===== config.mk =====
export PLATFORM = sky130hd
export DESIGN_NAME = run_detector
export DESIGN_NICKNAME = d
export VERILOG_FILES = /design/src/rtl/run_detector.sv
export SDC_FILE = /design/constraint.sdc
export NUM_CORES = 1
export LEC_CHECK = 0
export CAP_MARGIN = 20
export CELL_PAD_IN_SITES_DETAIL_PLACEMENT = 1
export CELL_PAD_IN_SITES_GLOBAL_PLACEMENT = 2
export CORE_MARGIN = 2
export CORE_UTILIZATION = 30
export DETAILED_ROUTE_END_ITERATION = 8
export GPL_ROUTABILITY_DRIVEN = 0
export GPL_TIMING_DRIVEN = 0
export MAX_ROUTING_LAYER = met4
export PLACE_DENSITY = 0.88
export SLEW_MARGIN = 40
export SYNTH_ARGS = -nofsm -noshare
export SYNTH_HDL_FRONTEND = slang
export SYNTH_SLANG_ARGS = --single-unit

===== constraint.sdc =====
create_clock -name clk -period 4.3 [get_ports clk]
set_input_delay 0.86 -clock clk [delete_from_list [all_inputs] [get_ports clk]]
set_output_delay 0.86 -clock clk [all_outputs]
set_load 0.02 [all_outputs]

===== src/rtl/run_detector.sv =====
// Run-length detector: flags when serial input w has repeated RUN_LEN times,
// with polarity selection, a non-overlapping mode and a saturating match counter.
module run_detector #(
  parameter  int RUN_LEN = 2,
  parameter  int MATCH_W = 8,
  localparam int CNT_W   = $clog2(RUN_LEN + 1)
) (
  input  logic               clk,
  input  logic               reset,
  input  logic               w,
  input  logic [1:0]         mode,
  output logic               z,
  output logic               last_bit,
  output logic [CNT_W-1:0]   run_out,
  output logic [MATCH_W-1:0] match_count
);

  localparam logic [CNT_W-1:0]   RUN_MAX   = CNT_W'(RUN_LEN);
  localparam logic [MATCH_W-1:0] MATCH_MAX = '1;

  localparam logic [1:0] MODE_EITHER  = 2'b00;
  localparam logic [1:0] MODE_ONES    = 2'b01;
  localparam logic [1:0] MODE_ZEROS   = 2'b10;
  localparam logic [1:0] MODE_NO_OVLP = 2'b11;

  logic               seen_q, seen_d;
  logic               last_bit_q, last_bit_d;
  logic [CNT_W-1:0]   run_q, run_d;
  logic [MATCH_W-1:0] match_count_q, match_count_d;
  logic               polarity_ok;

  always_comb begin
    polarity_ok = 1'b1;
    case (mode)
      MODE_ONES:  polarity_ok = last_bit_q;
      MODE_ZEROS: polarity_ok = ~last_bit_q;
      default:    polarity_ok = 1'b1;
    endcase
  end

  // Moore decode: registered state plus the live mode input.
  assign z = seen_q & (run_q == RUN_MAX) & polarity_ok;

  always_comb begin
    seen_d        = seen_q;
    last_bit_d    = last_bit_q;
    run_d         = run_q;
    match_count_d = match_count_q;

    if (!seen_q) begin
      seen_d     = 1'b1;
      last_bit_d = w;
      run_d      = CNT_W'(1);
    end else if (mode == MODE_NO_OVLP && z) begin
      // Non-overlap restart: this sample opens a fresh run regardless of value.
      last_bit_d = w;
      run_d      = CNT_W'(1);
    end else if (w == last_bit_q) begin
      if (run_q != RUN_MAX) run_d = run_q + CNT_W'(1);
    end else begin
      last_bit_d = w;
      run_d      = CNT_W'(1);
    end

    if (z && match_count_q != MATCH_MAX) match_count_d = match_count_q + MATCH_W'(1);
  end

  always_ff @(posedge clk) begin
    if (reset) begin
      seen_q        <= 1'b0;
      last_bit_q    <= 1'b0;
      run_q         <= '0;
      match_count_q <= '0;
    end else begin
      seen_q        <= seen_d;
      last_bit_q    <= last_bit_d;
      run_q         <= run_d;
      match_count_q <= match_count_d;
    end
  end

  assign last_bit    = last_bit_q;
  assign run_out     = run_q;
  assign match_count = match_count_q;

endmodule


==> metrics.csv <==
metric,value,unit
finClkSkew,0.0004366,ns
total_cts_buffers,3,
slew_violations,0,
ff_latch_area,240.2,um2
p_per_area,233.5,nW/um2
ys_warn_count,0,
grt_setup_unrepaired,no,
synth.ff_latch_count,12,
overall_die_width,51.11,um
share_of_post_route_cells_with_drive_strength_above_1,11.11,%
post-route-min-period,3.756,ns
synth_cells,71,
signal_arrival_time_at_the_worst_endpoint,2.90,ns
status,"complete, no violations",
floorplan.initialDensity,30.98,%
gr-total-overflow,0,
post_synth_num_cell_types,30,
cts_tree,yes,
synth_seq_area_share,36.09,%
critPathRequiredTime,3.44,ns
post_dr_vias_cell,5.136,
ir_drop,0.1043,mV
slew_headroom,69.27,%
core_area,2148,um2
placedCellCount,115,
timing.setup.tns,0,ns
cts.path.max_buffers,2,
maximum_number_of_pins_on_one_net_before_global_route_repair,11,
layout.cells.most_common,sky130_fd_sc_hd__clkdlybuf4s50_1,
htree_levels,1,
number_of_top_level_pins,17,
place_hpwl,1228,um
worst_skew_pair.late_latency,0.27,ns
detail_route.wirelength,1536,um
row_count,17,
fin_cells,118,
postSynthAreaPerCell,9.375,um2
antenna_violating_nets_post_route,0,
postCtsHoldBufs,0,
synthToLayoutAreaGrowth,32.71,%
mostFrequentLayoutCells,"16 x sky130_fd_sc_hd__clkdlybuf4s50_1, 12 x sky130_fd_sc_hd__dfxtp_1, 6 x sky130_fd_sc_hd__nand2_1",
cts.root.buffer_cell,sky130_fd_sc_hd__clkbuf_4,
post_synth_instance_area,665.6,um2
final.setup.worst_slack,0.5443,ns
postCtsResizedCells,0,
via_count_of_the_first_global_routing_pass,601,
detailroute.via_count,606,
first_pass_iters,4,
grt_first_pass_wirelength,2711,um
drt-initial-drc-count,3,
multiInputGateArea,387.9,um2
detailedPlace.worstSlack,0.5297,ns
antenna_found_initial,0,
crit_path_start_kind,primary input,
finalSetupViolations,0,
hold_ws,0.5079,ns
layout.filler_cells,260,
final_stage_net_count,102,
layout_worst_path_cycle_share,87.34,%
critical_path.max_fanout,10,
layout.cell_area.non_filler,883.3,um2
die_height,51.11,um
path_class,in2out,
route.detailed.drc,0,
worstSetupEndpointType,primary output,
buffer_ports.inserted,16,
clk_pin_slew,0.07,ns
post_cts.repair.setup_buffers,0,
diodes,0,
timing.fmax,0.2663,GHz
cts.sinks,12,
max_slew.worst_pin.slew,0.4609,ns
hp-class,reg2reg,
routed_len_inst,13.02,um
die-area,2612,um2
syn-num-nets,81,
globalRouteTotalUtil,14.38,%
finalHoldViolCount,0,
maxCapViolations,0,
total_leakage_power,0.3215,nW
detailed_place.area,860.8,um2
## metal layers
layer | share of wire [%] | global-route usage, % | wire length [um] | vias up
li1 | - | - | - | 298
met1 | 44 | 15.18 | 674 | 295
met2 | 52 | 25.11 | 797 | 11
met3 | 2.9 | 4.386 | 45 | 2
met4 | 1.2 | 5.405 | 19 | 0
met5 | 0 | - | 0 | -
## final timing paths
path	start	endpoint	slack, ns	depth (start not counted)
max	mode[0]	z	0.54	8
min	match_count[1]$_SDFFE_PP0P_	match_count[1]$_SDFFE_PP0P_	0.51	2
max reg2reg	run_out[0]$_SDFFE_PP0P_	match_count[7]$_SDFFE_PP0P_	2.65	6
min reg2reg	match_count[1]$_SDFFE_PP0P_	match_count[1]$_SDFFE_PP0P_	0.51	2
## cell type report
class                   count  area share (%)
multi-input cells          51           43.91
flip-flops and latches     12           27.20
repair buffers             16           18.13
well taps                  28           3.966
clock buffers               3           2.550
inverters                   6           2.550
plain buffers               2           1.700
## through the flow
| stage | util [%] | power, W |
|---|---|---|
| global route | 41.12 | 0.0002182 |
| finish | 41.12 | 0.0002063 |
| detailed placement | 40.07 | 0.0001429 |
| CTS | 41.12 | 0.0002109 |
| global placement | 40.07 | 0.0001417 |
| floorplan | - | 0.0001315 |
## cells by family after synthesis
group | synth area share, %
flops | 36.09
simple gates | 23.31
buf+inv | 5.638
fa+ha+maj | 9.398
mux | 7.142
xor+xnor | 2.632
compound gates | 15.79
## cells in the mapped netlist
cell type	instances	area, um2
sky130_fd_sc_hd__inv_2	1	3.750
sky130_fd_sc_hd__nand4_1	1	6.260
sky130_fd_sc_hd__nand2_1	6	22.52
sky130_fd_sc_hd__nand3_1	4	20.02
sky130_fd_sc_hd__o311ai_1	1	8.760
sky130_fd_sc_hd__nor2b_1	3	18.77
sky130_fd_sc_hd__clkbuf_1	1	3.750
sky130_fd_sc_hd__xnor2_1	1	8.760
sky130_fd_sc_hd__buf_6	1	11.26
sky130_fd_sc_hd__ha_1	5	62.56
sky130_fd_sc_hd__o31ai_1	2	15.01
sky130_fd_sc_hd__and3_1	1	6.260
sky130_fd_sc_hd__or4_1	2	15.01
sky130_fd_sc_hd__nor4_4	1	21.27
sky130_fd_sc_hd__nor2_1	4	15.01
sky130_fd_sc_hd__mux2_1	2	22.52
sky130_fd_sc_hd__o211ai_4	1	21.27
sky130_fd_sc_hd__nor2_4	1	11.26
sky130_fd_sc_hd__a21oi_2	1	8.760
sky130_fd_sc_hd__a21oi_1	5	25.02
sky130_fd_sc_hd__xor2_1	1	8.760
sky130_fd_sc_hd__o41ai_1	1	8.760
sky130_fd_sc_hd__or3_1	1	6.260
sky130_fd_sc_hd__a211oi_1	1	7.510
sky130_fd_sc_hd__mux2_4	1	15.01
sky130_fd_sc_hd__o21ai_0	2	10.01
sky130_fd_sc_hd__dfxtp_1	12	240.2
sky130_fd_sc_hd__inv_1	5	18.77
sky130_fd_sc_hd__nor4_1	2	12.51
sky130_fd_sc_hd__mux2i_1	1	10.01
## flip-flops by register name, indices dropped and copies added, names as in the netlist
signal,cells
run_out,2
seen_q,1
match_count,8
last_bit,1
## power breakdown
group,internal (W),total (W),switching (W)
sequential,0.000113,0.000115,0.00000206
combinational,0.0000121,0.0000243,0.0000122
clock,0.0000324,0.0000666,0.0000342
## critical path, cell delays in order
cell and delay, ns:
sky130_fd_sc_hd__clkdlybuf4s50_1 0.52, sky130_fd_sc_hd__inv_1 0.06, sky130_fd_sc_hd__ha_1 0.19, sky130_fd_sc_hd__mux2_4 0.28, sky130_fd_sc_hd__o211ai_4 0.21, sky130_fd_sc_hd__buf_6 0.19, sky130_fd_sc_hd__inv_2 0.06, sky130_fd_sc_hd__clkdlybuf4s50_1 0.53
(Power assumes the default switching activity.)
